==> src/rtl/hazard_pkg.sv <==
// Shared definitions for the hazard controller.
// Holds the stall FSM state encoding, the forwarding-select codes, the
// hard-wired zero register number, and a helper that turns the two
// forwarding hits into a select code.
package hazard_pkg;

    // RUN: normal hazard evaluation. HOLD: second cycle of a branch-on-load stall.
    typedef enum logic [0:0] {
        ST_RUN  = 1'b0,
        ST_HOLD = 1'b1
    } hz_state_e;

    // EX operand select codes
    localparam logic [1:0] FWD_RF  = 2'b00;   // register file
    localparam logic [1:0] FWD_MEM = 2'b10;   // EX/MEM pipeline register
    localparam logic [1:0] FWD_WB  = 2'b01;   // MEM/WB pipeline register

    // Register number that reads as constant zero and never creates a dependency
    localparam int REG_ZERO = 0;

    // The younger producer (EX/MEM) wins over the older one (MEM/WB)
    function automatic logic [1:0] fwd_sel(input logic mem_hit, input logic wb_hit);
        logic [1:0] sel;
        if (mem_hit) begin
            sel = FWD_MEM;
        end else if (wb_hit) begin
            sel = FWD_WB;
        end else begin
            sel = FWD_RF;
        end
        return sel;
    endfunction

endpackage

==> src/rtl/hazard_ctrl_reg_match.sv <==
// reg_match: register-number comparator with a zero-register guard.
// Ports:
//   i_a, i_b  in  REG_AW  register numbers to compare
//   o_match   out 1       equal and not the zero register
module reg_match
    import hazard_pkg::*;
#(
    parameter int REG_AW = 5
) (
    input  logic [REG_AW-1:0] i_a,
    input  logic [REG_AW-1:0] i_b,
    output logic              o_match
);

    // Register 0 is hard-wired, so it never carries a real dependency
    assign o_match = (i_a == i_b) && (i_a != REG_AW'(REG_ZERO));

endmodule

==> src/rtl/hazard_ctrl.sv <==
// hazard_ctrl: stall, flush and forwarding control for a 5-stage pipeline
// whose branches resolve in ID.
// Ports:
//   clk, rst                          clock, synchronous active-high reset
//   id_rs, id_rt, id_uses_rt, id_branch  instruction in ID
//   ex_rs, ex_rt, ex_rd, ex_regwrite, ex_memread  instruction in EX
//   mem_rd, mem_regwrite, mem_memread   instruction in MEM
//   wb_rd, wb_regwrite                  instruction in WB
//   kill                              pipeline flush
//   cnt_clr                           clear the stall counter
//   pc_en, ifid_en                    front-end write enables (low while stalled)
//   idex_bubble                       insert a NOP into ID/EX
//   fwd_a, fwd_b                      EX operand forwarding selects
//   fwd_br_a, fwd_br_b                ID branch operands taken from EX/MEM
//   stall_cnt                         saturating count of stalled cycles
module hazard_ctrl
    import hazard_pkg::*;
#(
    parameter int REG_AW = 5,
    parameter int CNT_W  = 16
) (
    input  logic              clk,
    input  logic              rst,
    input  logic [REG_AW-1:0] id_rs,
    input  logic [REG_AW-1:0] id_rt,
    input  logic              id_uses_rt,
    input  logic              id_branch,
    input  logic [REG_AW-1:0] ex_rs,
    input  logic [REG_AW-1:0] ex_rt,
    input  logic [REG_AW-1:0] ex_rd,
    input  logic              ex_regwrite,
    input  logic              ex_memread,
    input  logic [REG_AW-1:0] mem_rd,
    input  logic              mem_regwrite,
    input  logic              mem_memread,
    input  logic [REG_AW-1:0] wb_rd,
    input  logic              wb_regwrite,
    input  logic              kill,
    input  logic              cnt_clr,
    output logic              pc_en,
    output logic              ifid_en,
    output logic              idex_bubble,
    output logic [1:0]        fwd_a,
    output logic [1:0]        fwd_b,
    output logic              fwd_br_a,
    output logic              fwd_br_b,
    output logic [CNT_W-1:0]  stall_cnt
);

    hz_state_e        r_state;
    hz_state_e        w_state_nxt;
    logic [CNT_W-1:0] r_stall_cnt;

    logic w_exrd_idrs, w_exrd_idrt;
    logic w_memrd_idrs, w_memrd_idrt;
    logic w_memrd_exrs, w_memrd_exrt;
    logic w_wbrd_exrs, w_wbrd_exrt;
    logic w_ex_match, w_mem_match, w_rt_live;
    logic w_lu, w_ba, w_bm, w_bl, w_hazard;
    logic w_stall;

    // Comparators: producers in EX/MEM against the ID sources
    reg_match #(.REG_AW(REG_AW)) u_exrd_idrs  (.i_a(ex_rd),  .i_b(id_rs), .o_match(w_exrd_idrs));
    reg_match #(.REG_AW(REG_AW)) u_exrd_idrt  (.i_a(ex_rd),  .i_b(id_rt), .o_match(w_exrd_idrt));
    reg_match #(.REG_AW(REG_AW)) u_memrd_idrs (.i_a(mem_rd), .i_b(id_rs), .o_match(w_memrd_idrs));
    reg_match #(.REG_AW(REG_AW)) u_memrd_idrt (.i_a(mem_rd), .i_b(id_rt), .o_match(w_memrd_idrt));
    // Comparators: producers in MEM/WB against the EX sources
    reg_match #(.REG_AW(REG_AW)) u_memrd_exrs (.i_a(mem_rd), .i_b(ex_rs), .o_match(w_memrd_exrs));
    reg_match #(.REG_AW(REG_AW)) u_memrd_exrt (.i_a(mem_rd), .i_b(ex_rt), .o_match(w_memrd_exrt));
    reg_match #(.REG_AW(REG_AW)) u_wbrd_exrs  (.i_a(wb_rd),  .i_b(ex_rs), .o_match(w_wbrd_exrs));
    reg_match #(.REG_AW(REG_AW)) u_wbrd_exrt  (.i_a(wb_rd),  .i_b(ex_rt), .o_match(w_wbrd_exrt));

    // rt is a real source for R-type ops and for both branch comparator inputs
    assign w_rt_live   = id_uses_rt | id_branch;
    assign w_ex_match  = w_exrd_idrs  | (w_rt_live & w_exrd_idrt);
    assign w_mem_match = w_memrd_idrs | (w_rt_live & w_memrd_idrt);

    assign w_lu     = ex_memread & w_ex_match;
    assign w_ba     = id_branch & ex_regwrite & ~ex_memread & w_ex_match;
    assign w_bm     = id_branch & mem_memread & w_mem_match;
    // A branch on a load still in EX needs two cycles: one here, one in HOLD
    assign w_bl     = id_branch & ex_memread & w_ex_match;
    assign w_hazard = w_lu | w_ba | w_bm | w_bl;

    // FSM state register
    always_ff @(posedge clk) begin
        if (rst) begin
            r_state <= ST_RUN;
        end else begin
            r_state <= w_state_nxt;
        end
    end

    // FSM next state and stall decision; HOLD stalls without looking at hazards
    always_comb begin
        w_state_nxt = ST_RUN;
        w_stall     = 1'b0;
        case (r_state)
            ST_RUN: begin
                w_stall = w_hazard & ~kill;
                if (w_bl && !kill) begin
                    w_state_nxt = ST_HOLD;
                end else begin
                    w_state_nxt = ST_RUN;
                end
            end
            ST_HOLD: begin
                w_stall     = ~kill;
                w_state_nxt = ST_RUN;
            end
            default: begin
                w_stall     = 1'b0;
                w_state_nxt = ST_RUN;
            end
        endcase
    end

    // Stalled-cycle counter: clear beats increment, and it sticks at all-ones
    always_ff @(posedge clk) begin
        if (rst) begin
            r_stall_cnt <= {CNT_W{1'b0}};
        end else if (cnt_clr) begin
            r_stall_cnt <= {CNT_W{1'b0}};
        end else if (w_stall && !(&r_stall_cnt)) begin
            r_stall_cnt <= r_stall_cnt + CNT_W'(1);
        end else begin
            r_stall_cnt <= r_stall_cnt;
        end
    end

    assign pc_en       = ~w_stall;
    assign ifid_en     = ~w_stall;
    assign idex_bubble = w_stall | kill;

    assign fwd_a = fwd_sel(mem_regwrite & w_memrd_exrs, wb_regwrite & w_wbrd_exrs);
    assign fwd_b = fwd_sel(mem_regwrite & w_memrd_exrt, wb_regwrite & w_wbrd_exrt);

    // Only an ALU result is available in EX/MEM; a load value is not yet read
    assign fwd_br_a = id_branch & mem_regwrite & ~mem_memread & w_memrd_idrs;
    assign fwd_br_b = id_branch & mem_regwrite & ~mem_memread & w_memrd_idrt;

    assign stall_cnt = r_stall_cnt;

endmodule
==> config.mk <==
export PLATFORM = sky130hd
export DESIGN_NAME = hazard_ctrl
export DESIGN_NICKNAME = d
export VERILOG_FILES = /design/src/rtl/hazard_pkg.sv /design/src/rtl/hazard_ctrl_reg_match.sv /design/src/rtl/hazard_ctrl.sv
export SDC_FILE = /design/constraint.sdc
export NUM_CORES = 1
export LEC_CHECK = 0
export BUFFER_PORTS_ARGS = -buffer_cell sky130_fd_sc_hd__buf_2
export CELL_PAD_IN_SITES_DETAIL_PLACEMENT = 2
export CELL_PAD_IN_SITES_GLOBAL_PLACEMENT = 2
export CORE_MARGIN = 10
export CORE_UTILIZATION = 24
export DETAILED_ROUTE_END_ITERATION = 10
export PLACE_DENSITY = 0.84
export SETUP_SLACK_MARGIN = 0.15
export SLEW_MARGIN = 30
export SYNTH_ARGS = -nofsm -noshare
export SYNTH_HDL_FRONTEND = slang
export SYNTH_SLANG_ARGS = --single-unit
==> constraint.sdc <==
create_clock -name clk -period 3 [get_ports clk]
set_input_delay 0.15 -clock clk [delete_from_list [all_inputs] [get_ports clk]]
set_output_delay 0.15 -clock clk [all_outputs]
set_load 0.005 [all_outputs]
==> flow_metrics.py <==
metrics = {
    "placement": {
        "portBuffers": 70,
        "hpwl_um": 4590,
        "dp_slack_ns": 0.678,
        "gp_congestion": 0.830,
    },
    "sta": {
        "timing.slew.headroom_pct": 66.5,
        "hold_slack_ns": 0.116,
        "setup_tns_ns": 0,
        "grt_setup_unrepaired": "false",
        "setup_ws_ns": 0.660,
        "slew_viol_final": 0,
        "setup_viol": 0,
        "max_freq_ghz": 0.427,
        "fin_crit_sh_pct": 78.0,
        "post-route-min-period_ns": 2.34,
        "finClkSkew_ns": 0.00616,
        "tightest_slew_ns": 0.496,
        "hold_viol_final": 0,
    },
    "floorplan": {
        "die_w_um": 97.6,
        "fp.coreArea_um2": 5890,
        "die_y_um": 97.6,
        "start_util_pct": 24.6,
        "rows": 28,
        "ios": 71,
        "die-area_um2": 9530,
    },
    "finish": {
        "drive_gt1_share_pct": 31.7,
        "syn_to_final_growth_pct": 29.1,
        "fillers": 724,
        "post-route-util_pct": 31.7,
        "n_antenna_cell": 0,
        "nNetsFinal": 294,
    },
    "global_route": {
        "grt_pass1_vias": 1902,
        "grt_max_degree": 20,
        "gr-total-overflow": 0,
        "use_met1_pct": 12.3,
        "met3_usage_pct": 4.13,
        "antenna_found_initial": 0,
        "grt_pass1_wl_um": 9140,
        "met2_usage_pct": 19.5,
        "grt.total_usage_pct": 11.2,
        "grt-busiest-layer": "met2",
    },
    "worst_setup_path": {
        "worstSetupEndpointType": "register",
        "cp_max_fo": 19,
        "crit_path_start_kind": "register",
        "cp.required_ns": 3.19,
        "crit_arrival_ns": 2.53,
        "setup.worst_path.class": "reg -> reg",
    },
    "yosys": {
        "yosysTopAreaCellShare_pct": 23.5,
        "synth_ff_type": "dfxtp_1",
        "syn_avg_cell_area_um2": 7.82,
        "synth.distinct_cells": 36,
        "synthCells": 185,
        "synth_edf_count": 0,
        "ys_seq_area_share_pct": 23.5,
        "yosysWarnings": 0,
        "yosys_register_bits": 17,
        "async_flop_share_pct": 0,
        "synthesis.area_um2": 1450,
        "syn_nets": 232,
        "yosys.area.top_type": "dfxtp_1",
        "synthTopCellsByArea": "dfxtp_1, xnor2_1, xor2_1",
    },
    "routing": {
        "finalWirelength_um": 5420,
        "drc": 0,
        "drtIter0Drc": 25,
        "detail-route-antenna-nets": 0,
        "vias_per_cell": 5.02,
        "via_count": 1610,
        "first_pass_iters": 2,
        "post_drt_wl_per_cell_um": 16.9,
    },
    "clocking": {
        "ctsResizeCount": 0,
        "cts_setup_buffers": 0,
        "cts_tree": "built",
        "clk_pin_slew_worst_paths_ns": 0.07,
        "cts.sinks": 17,
        "clk_latency_ns": 0.26,
        "root_buffer": "clkbuf_8",
        "cts-htree-levels": 1,
        "holdBufCountCts": 0,
        "cts_made_buffers": 3,
        "clk_path_buf_depth": 2,
    },
    "power": {
        "power.density_nw_per_um2": 285,
        "power_w": 0.000532,
        "max-vdd-ir-drop_v": 0.000107,
        "leakagePower_nw": 0.740,
    },
    "worst_hold_path": {
        "hold_class": "in -> reg",
    },
    "status": {
        "outcome": "finished clean",
    },
    "job": {
        "max-cap-violations": 0,
    },
}
## area by class of cell
cell class / count / area [um^2] / share of cell area (%)
Sequential cell: 17 / 340 / 18.2
Clock buffer: 4 / 45.0 / 2.41
Timing Repair Buffer: 70 / 350 / 18.8
Multi-Input combinational cell: 155 / 1040 / 55.6
Tap cell: 75 / 93.8 / 5.03
## metal layers
metal,routed length (um),part of all wire [%]
met3,414,7.6
met1,2280,42
met2,2660,49
met5,0,0
met4,59,1.1
## metrics by stage
step                area, um^2  cells
finish                    1870    321
floorplan                 1450    185
global route              1870    321
CTS                       1870    321
detailed placement        1820    317
global placement          1820    317
## cells in the final DEF (no fill, tap or decap)
| cell type | n |
|---|---|
| nor3_1 | 5 |
| or2_2 | 2 |
| nand4_1 | 5 |
| a41o_1 | 1 |
| o211ai_1 | 1 |
| ha_1 | 1 |
| and2_4 | 1 |
| nand2_1 | 10 |
| a21boi_0 | 1 |
| and2_1 | 1 |
| a211o_1 | 1 |
| and4_1 | 2 |
| o21ai_0 | 9 |
| or4_1 | 6 |
| nor4_1 | 4 |
| buf_2 | 70 |
| clkbuf_8 | 3 |
| xnor2_1 | 23 |
| a21oi_1 | 15 |
| and4_4 | 1 |
| and3_4 | 1 |
| a41oi_1 | 2 |
| nor4b_1 | 2 |
| dfxtp_1 | 17 |
| o32ai_1 | 1 |
| nand3_1 | 13 |
| nor2_1 | 10 |
| xor2_1 | 22 |
| or3_1 | 8 |
| nand2b_1 | 2 |
| and3_1 | 1 |
| mux2i_1 | 1 |
| o21ai_1 | 1 |
| o31ai_1 | 2 |
| clkbuf_1 | 1 |
## synth_stat cells (4+ instances only)
library cell,number
xnor2_1,23
nand4_1,5
nand3_1,13
dfxtp_1,17
or4_1,6
or3_1,8
xor2_1,22
nor3_1,5
o21ai_0,9
nor4_1,4
clkbuf_1,9
nor2_1,10
a21oi_1,15
nand2_1,10
## state kept, by name, summed over array words and instances (netlist names)
register	flops
r_state	1
stall_cnt	16
## cell families after synthesis
logic type      Yosys count  share of synthesized area, %
compound gates           34                          13.8
simple gates             74                          29.1
flops                    17                          23.5
mux                       1                         0.692
xor+xnor                 45                          27.2
buf+inv                  13                          4.76
fa+ha+maj                 1                         0.865
## power by group
part	internal (W)	switching [W]	total (W)
clock network	0.0000945	0.0000826	0.000177
registers	0.000226	0.000000361	0.000226
logic	0.0000614	0.0000676	0.000129
total	0.000382	0.000151	0.000532
## worst max-delay path, cell delays in order, from the launching register on
cell and delay (ns):
dfxtp_1 0.35, and4_1 0.25, and4_1 0.26, a41o_1 0.23, a211o_1 0.31, and2_4 0.23, or4_1 0.48, a21oi_1 0.16
## path summary, 6_finish.rpt
check	start	end	slack, ns	depth (start not counted)
worst max-delay path	stall_cnt[9]$_SDFFE_PP0P_	stall_cnt[14]$_SDFFE_PP0P_	0.66	7
worst max register to register	stall_cnt[9]$_SDFFE_PP0P_	stall_cnt[14]$_SDFFE_PP0P_	0.66	7
worst min-delay path	kill	r_state$_SDFF_PP0_	0.12	2
worst min register to register	stall_cnt[5]$_SDFFE_PP0P_	stall_cnt[5]$_SDFFE_PP0P_	0.50	2
Note: power is estimated with default switching activity, not from simulation.
